### config.mk
export PLATFORM = sky130hd
export DESIGN_NAME = rom_bus_arbiter
export DESIGN_NICKNAME = d
export VERILOG_FILES = /design/src/rtl/rom_bus_arbiter_pkg.sv /design/src/rtl/rom_arb_pick.sv /design/src/rtl/rom_bus_arbiter.sv
export SDC_FILE = /design/constraint.sdc
export NUM_CORES = 1
export LEC_CHECK = 0
export CORE_AREA = 3 3 102 104
export CTS_CLUSTER_DIAMETER = 120
export DETAILED_ROUTE_END_ITERATION = 16
export DIE_AREA = 0 0 105 107
export RECOVER_POWER = 25
export SLEW_MARGIN = 0
export SYNTH_ARGS = -nofsm -noshare
export SYNTH_HDL_FRONTEND = slang
export SYNTH_SLANG_ARGS = --single-unit
export TNS_END_PERCENT = 30
### constraint.sdc
create_clock -name clk -period 2.7 [get_ports clk]
set_input_delay 0.405 -clock clk [delete_from_list [all_inputs] [get_ports clk]]
set_output_delay 0.405 -clock clk [all_outputs]
set_load 0.05 [all_outputs]
### src/rtl/rom_bus_arbiter_pkg.sv
// Shared types for the boot ROM arbiter: response ownership, grant vector,
// starvation counter width and the common word type.
package rom_bus_arbiter_pkg;

    localparam int STARVE_CNT_W = 4;
    localparam int WORD_W       = 32;

    typedef logic [WORD_W-1:0] word_t;

    typedef enum logic [1:0] {
        OWN_NONE = 2'd0,
        OWN_INST = 2'd1,
        OWN_DATA = 2'd2
    } rom_owner_t;

    typedef struct packed {
        logic inst;
        logic data;
    } grant_t;

    function automatic logic [STARVE_CNT_W-1:0] sat_inc(input logic [STARVE_CNT_W-1:0] v);
        return (&v) ? v : v + 1'b1;
    endfunction

endpackage

### src/rtl/rom_arb_pick.sv
// Combinational grant selection: inst wins ties unless the data master has
// been losing for STARVE_LIMIT or more consecutive eligible cycles.
module rom_arb_pick
    import rom_bus_arbiter_pkg::*;
#(
    parameter int STARVE_LIMIT = 4
) (
    input  logic                    inst_elig,
    input  logic                    data_elig,
    input  logic [STARVE_CNT_W-1:0] starve_cnt,
    output grant_t                  grant
);

    // NOTE: every output of an always_comb gets a default first, so no path leaves it unassigned and no latch is inferred.
    always_comb begin
        grant = '0;
        if (inst_elig && data_elig) begin
            if (starve_cnt >= STARVE_CNT_W'(STARVE_LIMIT)) begin
                grant.data = 1'b1;
            end else begin
                grant.inst = 1'b1;
            end
        end else begin
            grant.inst = inst_elig;
            grant.data = data_elig;
        end
    end

endmodule

### src/rtl/rom_bus_arbiter.sv
// Shares one dual-word, 1-cycle-latency boot ROM port between the instruction
// fetch and data load masters; returned words are steered by the owner register.
module rom_bus_arbiter
    import rom_bus_arbiter_pkg::*;
#(
    parameter int ADDR_WIDTH   = 32,
    parameter int DATA_WIDTH   = 32,
    parameter int STARVE_LIMIT = 4
) (
    input  logic                  clk,
    input  logic                  rst,
    input  logic                  inst_req,
    input  logic [ADDR_WIDTH-1:0] inst_addr,
    output logic                  inst_stall,
    output logic                  inst_valid,
    output logic [DATA_WIDTH-1:0] inst_rdata,
    output logic [DATA_WIDTH-1:0] inst_rdata_2,
    input  logic                  data_req,
    input  logic [ADDR_WIDTH-1:0] data_addr,
    output logic                  data_stall,
    output logic                  data_valid,
    output logic [DATA_WIDTH-1:0] data_rdata,
    output logic                  rom_en,
    output logic [ADDR_WIDTH-1:0] rom_addr,
    input  logic [DATA_WIDTH-1:0] rom_rdata,
    input  logic [DATA_WIDTH-1:0] rom_rdata_2
);

    rom_owner_t              owner_q, owner_d;
    logic [STARVE_CNT_W-1:0] starve_cnt_q, starve_cnt_d;
    logic                    inst_elig, data_elig;
    grant_t                  grant;

    // A master is not eligible in its own response cycle, and nothing is granted while rst is high.
    always_comb begin
        inst_elig = inst_req & (owner_q != OWN_INST) & ~rst;
        data_elig = data_req & (owner_q != OWN_DATA) & ~rst;
    end

    rom_arb_pick #(
        .STARVE_LIMIT(STARVE_LIMIT)
    ) u_pick (
        .inst_elig (inst_elig),
        .data_elig (data_elig),
        .starve_cnt(starve_cnt_q),
        .grant     (grant)
    );

    always_comb begin
        rom_en       = grant.inst | grant.data;
        rom_addr     = '0;
        owner_d      = OWN_NONE;
        starve_cnt_d = starve_cnt_q;

        if (grant.inst) begin
            rom_addr = inst_addr;
            owner_d  = OWN_INST;
        end else if (grant.data) begin
            rom_addr = data_addr;
            owner_d  = OWN_DATA;
        end

        if (grant.data || !data_req) begin
            starve_cnt_d = '0;
        end else if (data_elig) begin
            starve_cnt_d = sat_inc(starve_cnt_q);
        end
    end

    always_comb begin
        inst_valid   = (owner_q == OWN_INST);
        data_valid   = (owner_q == OWN_DATA);
        inst_rdata   = inst_valid ? rom_rdata   : '0;
        inst_rdata_2 = inst_valid ? rom_rdata_2 : '0;
        data_rdata   = data_valid ? rom_rdata   : '0;
        inst_stall   = inst_req & ~inst_valid & ~rst;
        data_stall   = data_req & ~data_valid & ~rst;
    end

    // NOTE: state registers use non-blocking assignments so every flop samples pre-edge values.
    always_ff @(posedge clk or posedge rst) begin
        if (rst) begin
            owner_q      <= OWN_NONE;
            starve_cnt_q <= '0;
        end else begin
            owner_q      <= owner_d;
            starve_cnt_q <= starve_cnt_d;
        end
    end

endmodule

==> results of run 1 <==
-- worst min path at each step --
stage / cells past startpoint / slack, ns / to / start
floorplan: 1 / 0.20 / owner_q[0] / rst
global placement: 1 / 0.49 / starve_cnt_q[0] / starve_cnt_q[0]
detailed placement: 1 / 0.51 / starve_cnt_q[0] / starve_cnt_q[0]
CTS: 1 / 0.51 / starve_cnt_q[0] / starve_cnt_q[0]
global route: 1 / 0.53 / starve_cnt_q[0] / starve_cnt_q[0]
finish: 1 / 0.53 / starve_cnt_q[0] / starve_cnt_q[0]
-- routing by layer --
layer  vias up  GRT usage  wire, um
li1       1110          -         -
met1      1001      0.147      3050
met2       139      0.265      4630
met3         6     0.0470       866
met4         2     0.0216        61
met5         -          0        20
-- report_power, final --
| group | internal [W] | switching [W] |
|---|---|---|
| Combinational | 0.000482 | 0.000512 |
| Sequential | 0.0000929 | 0.00000136 |
| Clock | 0.0000953 | 0.0000339 |
| Total | 0.000671 | 0.000547 |
-- Yosys cell counts (all sizes together) --
cell | n | area (sq um)
a22o | 32 | 280
a311oi | 1 | 26.3
and2 | 96 | 601
and3 | 1 | 6.26
buf | 7 | 53.8
clkbuf | 9 | 33.8
dfrtp | 6 | 150
ha | 1 | 12.5
inv | 4 | 15.0
nand2 | 2 | 7.51
nand2b | 3 | 28.8
nand3 | 2 | 10.0
nand4 | 1 | 6.26
nor2 | 2 | 7.51
nor2b | 2 | 15.0
o211ai | 2 | 15.0
o21ai | 2 | 10.0
o22ai | 1 | 6.26
o311a | 1 | 21.3
o31ai | 1 | 7.51
or2 | 1 | 6.26
-- metrics by stage --
stage	utilization	cell area [sq um]	cells
floorplan	-	1320	177
global placement	0.479	4620	561
detailed placement	0.479	4620	561
CTS	0.484	4660	564
global route	0.483	4660	564
finish	0.483	4660	564
-- cell families (layout without fill, tap and decap cells) --
kind of cell               after synthesis  in the layout  share of synthesized area
AOI/OAI and AO/OA                       40             40                      0.278
adders and majority gates                1              1                    0.00948
buffers and inverters                   20            274                     0.0777
DFF                                      6              6                      0.114
and+or+nand+nor                        110            110                      0.521
-- cell usage in the layout, fill, tap and decap left out, types with 2 or more instances in the layout --
cell,Yosys,layout
and2_0,0,23
dfrtp_1,6,6
o211ai_1,2,2
clkdlybuf4s50_1,0,131
and2_1,96,73
buf_12,0,71
clkbuf_8,0,3
nand3_1,2,2
nor2_1,2,2
nand2_1,2,2
inv_1,3,3
o21ai_0,2,2
a22o_1,32,32
buf_4,0,64
-- sequential cells by signal (all words and copies together), names as in the netlist --
signal,count
starve_cnt_q,4
owner_q,2
-- layout make-up --
class                   instances  share of cell area
inverters                       4             0.00322
flip-flops and latches          6              0.0322
clock buffers                   3             0.00886
well taps                     133              0.0357
repair buffers                267               0.691
multi-input cells             151               0.229
==> results.md, run 1 <==
- Final GP Congestion: 0.752
- Area of the multi-input gates: 1070 sq um
- Via count: 2,258
- Fmax: 390 MHz
- Final Critical Period: 2.57 ns
- Mean post-synth cell area: 7.46 sq um
- DR pass1 iterations: 4
- Place WS: 0.128 ns
- Die H: 107 um
- DP HPWL: 7700 um
- Antenna Cells: 0
- Pwr per Cell Area: 261 nW/um^2
- Setup crit end kind: output pin
- Number of I/O pins: 265
- Register bit total from synthesis: 6
- H-tree Lvls: 1
- RR Endpoint: starve_cnt_q[2]
- Yosys warns: 0
- Crit-path slowest cell: clkdlybuf4s50_1
- Via density: 4.00
- Max incr delay on CP: 0.55 ns
- Nets: 566
- Final setup skew: 0.00143 ns
- Setup violators final: 0
- Total track usage: 0.138
- Port Buffers: 264
- Register area: 150 sq um
- R2R setup slack: 1.12 ns
- CP Class: in -> out
- Leakage: 2.03 nW
- CTS tree: done
- Largest net degree at the start of global routing: 68
- Critical Path End: rom_addr[10]
- Clk slew on worst S/H paths: 0.03 ns
- Post-CTS Setup Inserts: 0
- Max Root-Sink Buffers: 2
- Syn nets: 310
- CP Buf/Inv Count: 2
- RSZ-0062 raised after global routing: false
- Fillcell total: 931
- Worst-Margin Slew: 0.578 ns
- Synth Cell Area: 1320 sq um
- Antenna Nets Post-Route: 0
- Endpoints failing hold: 0
- Count of hold-fix buffers inserted at cts: 0
- First-pass GRT wire length: 12,300 um
- Fin Hold WS: 0.527 ns
- Worst path required time: 2.30 ns
- Synth cell types: 26
- Tcrit/Tclk final: 0.951
- Chip Width: 105 um
- Starting density of the core: 0.137
- Overall Power: 0.00122 W
- R2r worst-path depth: 5
- Max FO, Critical Path: 33
- Worst skew pair latency: 0.22 ns
- Outcome: finished, final reports clean
- Clock buffer count from CTS: 3
- Sequential share of the synthesized area: 0.114
- Worst-path cell chain: clkdlybuf4s50_1, nor2b_2, o311a_4, a22o_1, buf_12
- Max-slew headroom: 0.615
- Post-cts sizing count: 0
- RR Startpoint: owner_q[0]
- Critical Path AT: 2.16 ns
- Initial antenna violation count: 1
- Vias in the first global route: 2,241
- Drt initial violations: 54
- GR Overflow Total: 0
- Final Max Tran Viols: 0
- Core area: 9640 sq um
- Share of layout cells above drive strength 1: 0.336
- Final TNS setup: 0 ns
- Std-Cell Rows: 36
- Die area: 11,200 sq um
- Hold Path Class: reg -> reg
- Sink Count: 6
- Crit path launch type: primary input
- Synth Instances: 177
- CP delay by family, top: compound AO/OA/AOI/OAI gates
- Per-cell routed wire length: 15.3 um
- WP depth: 5
- Setup ws final: 0.133 ns
- Aggregate routed wire length: 8630 um
- Clk root buf: clkbuf_8
- DRC Markers: 0
- Syn-to-layout area delta: 253%
- VDD IR max: 0.000137 V
- Worst setup startpoint: data_req
- Max Cap Viol: 0
Power figures use the tool's default switching activity.
==> run 2: changes to the inputs <==
Settings changed: CTS_CLUSTER_SIZE set to 20, PLACE_DENSITY set to 0.71.
==> run 2 against run 1 <==
Compared with the run above: register-to-register slack improved by 0.06 ns; critical path depth unchanged; cell count unchanged; flip-flop and latch count unchanged; clock power about the same; wire length decreased by 6.4%; global-route usage decreased by 0.98 points; count of clock-buffer cells in the layout unchanged; first-iteration DRC count increased by 26%; critical endpoint is now rom_addr[17].
==> results.md, run 2 (same netlist as run 1, synthesis figures left out) <==
- Per-cell routed wire length: 14.3 um
- Setup crit end kind: output pin
- Via count: 2,258
- Comb pwr share: 0.815
- Largest Register: starve_cnt_q
- Number of I/O pins: 265
- Nets: 566
- Vias in the first global route: 2,222
- Net switching power: 0.000543 W
- Place WS: 0.149 ns
- First-pass GRT wire length: 11,600 um
- Max Cap Viol: 0
- Clk root buf: clkbuf_8
- Tcrit/Tclk final: 0.932
- DRC Markers: 0
- Post-cts sizing count: 0
- Via density: 4.00
- Final GP Congestion: 0.821
- Antenna Nets Post-Route: 0
- Outcome: finished, final reports clean
- Post-CTS Setup Inserts: 0
- CTS tree: done
- Setup violators final: 0
- Clock share of power: 0.107
- Commonest non-fill, non-tap cell in the layout: clkdlybuf4s50_1
- CP Class: in -> out
- Die H: 107 um
- Final TNS setup: 0 ns
- Count of hold-fix buffers inserted at cts: 0
- Core area: 9640 sq um
- Final setup skew: 0.000475 ns
- Worst path required time: 2.30 ns
- Max FO, Critical Path: 33
- GRT busiest layer: met2
- Endpoints failing hold: 0
- GRT met1 Usage: 0.144
- VDD IR max: 0.000174 V
- Sequential Power Share: 0.079
- H-tree Lvls: 1
- Antenna Cells: 0
- Max Root-Sink Buffers: 2
- Starting density of the core: 0.137
- Crit path launch type: primary input
- Fmax: 397 MHz
- Clock buffer count from CTS: 3
- Hold Path Class: reg -> reg
- Overall Power: 0.00120 W
- Std-Cell Rows: 36
- Net Sw Frac: 0.452
- Dpl cell area: 4530 sq um
- RSZ-0062 raised after global routing: false
- Sink Count: 6
- Largest regs: starve_cnt_q x4, owner_q x2
- Share of layout cells above drive strength 1: 0.313
- DP HPWL: 7400 um
- Leakage: 1.98 nW
- Final Critical Period: 2.52 ns
- Largest net degree at the start of global routing: 55
- GR Util met3: 0.0367
- Most frequent cells in the layout: clkdlybuf4s50_1, and2_1, buf_12
- Drt initial violations: 68
- Max-slew headroom: 0.585
- Total track usage: 0.128
- Chip Width: 105 um
- Setup ws final: 0.184 ns
- Pwr per Cell Area: 265 nW/um^2
- Max reg flops: 4
- CP delay by family, top: compound AO/OA/AOI/OAI gates
- Max incr delay on CP: 0.54 ns
- CP Buf/Inv Count: 2
- Worst skew pair latency: 0.22 ns
- Met2 usage: 0.243
- DR pass1 iterations: 4
- Port Buffers: 264
- Worst-Margin Slew: 0.626 ns
- Cell area after layout: 4520 sq um
- Crit-path slowest cell: clkdlybuf4s50_1
- Syn-to-layout area delta: 243%
- Int Pwr: 0.000657 W
- Worst-path cell chain: clkdlybuf4s50_1, nor2b_2, o311a_4, a22o_1, buf_12
- Die area: 11,200 sq um
- Critical Path AT: 2.11 ns
- GR Overflow Total: 0
- Clk slew on worst S/H paths: 0.03 ns
- Aggregate routed wire length: 8080 um
- Initial antenna violation count: 0
- Final Max Tran Viols: 0
[run 2: cell count changes in the layout (fill, tap and decap cells not counted), sizes merged]
| cell | change |
|---|---|
| clkbuf | +14 |
| buf | -14 |
[run 2: final timing paths]
path,startpoint,to,slack [ns],cells past startpoint
max in group asynchronous,rst,starve_cnt_q[1],1.95,2
setup / recovery,data_req,rom_addr[17],0.18,5
hold reg to reg,starve_cnt_q[0],starve_cnt_q[0],0.51,1
setup reg to reg,owner_q[0],starve_cnt_q[0],1.18,5
min in group asynchronous,rst,starve_cnt_q[2],0.57,2
hold / removal,starve_cnt_q[0],starve_cnt_q[0],0.51,1
[run 2: final cells by class]
class                           instances  area, sq um
Multi-Input combinational cell        151         1070
Fill cell                             939         5110
Timing Repair Buffer                  267         3080
Inverter                                4         15.0
Clock buffer                            3         41.3
Sequential cell                         6          150
Tap cell                              133          166
[run 2: routing by layer]
layer  vias to the layer above  wire length, um
met1                       993             2910
met3                         4              828
met4                         0               31
met2                       146             4310
met5                         -                0
li1                       1115                -
[run 2: power by group through the flow]
stage / Sequential (W) / Clock, W / Combinational [W]
after floorplan: 0.0000950 / 0 / 0.000466
after global placement: 0.0000952 / 0 / 0.000987
after detailed placement: 0.0000953 / 0 / 0.000993
after CTS: 0.0000942 / 0.000134 / 0.000995
after global routing: 0.0000947 / 0.000137 / 0.00102
final: 0.0000943 / 0.000128 / 0.000977
[run 2: worst reg2reg max path, cell delays in order (launching register included)]
cell and delay (ns):
dfrtp_1 0.34, nand2b_1 0.26, inv_1 0.06, clkbuf_2 0.34, o211ai_1 0.28, o31ai_1 0.11
[run 2: through the flow]
| stage | util | std cells | hold WS, ns |
|---|---|---|---|
| after detailed placement | 0.470 | 561 | 0.495 |
| after floorplan | - | 177 | 0.196 |
| after global placement | 0.470 | 561 | 0.490 |
| after global routing | 0.469 | 564 | 0.524 |
| final | 0.469 | 564 | 0.507 |
| after CTS | 0.474 | 564 | 0.506 |
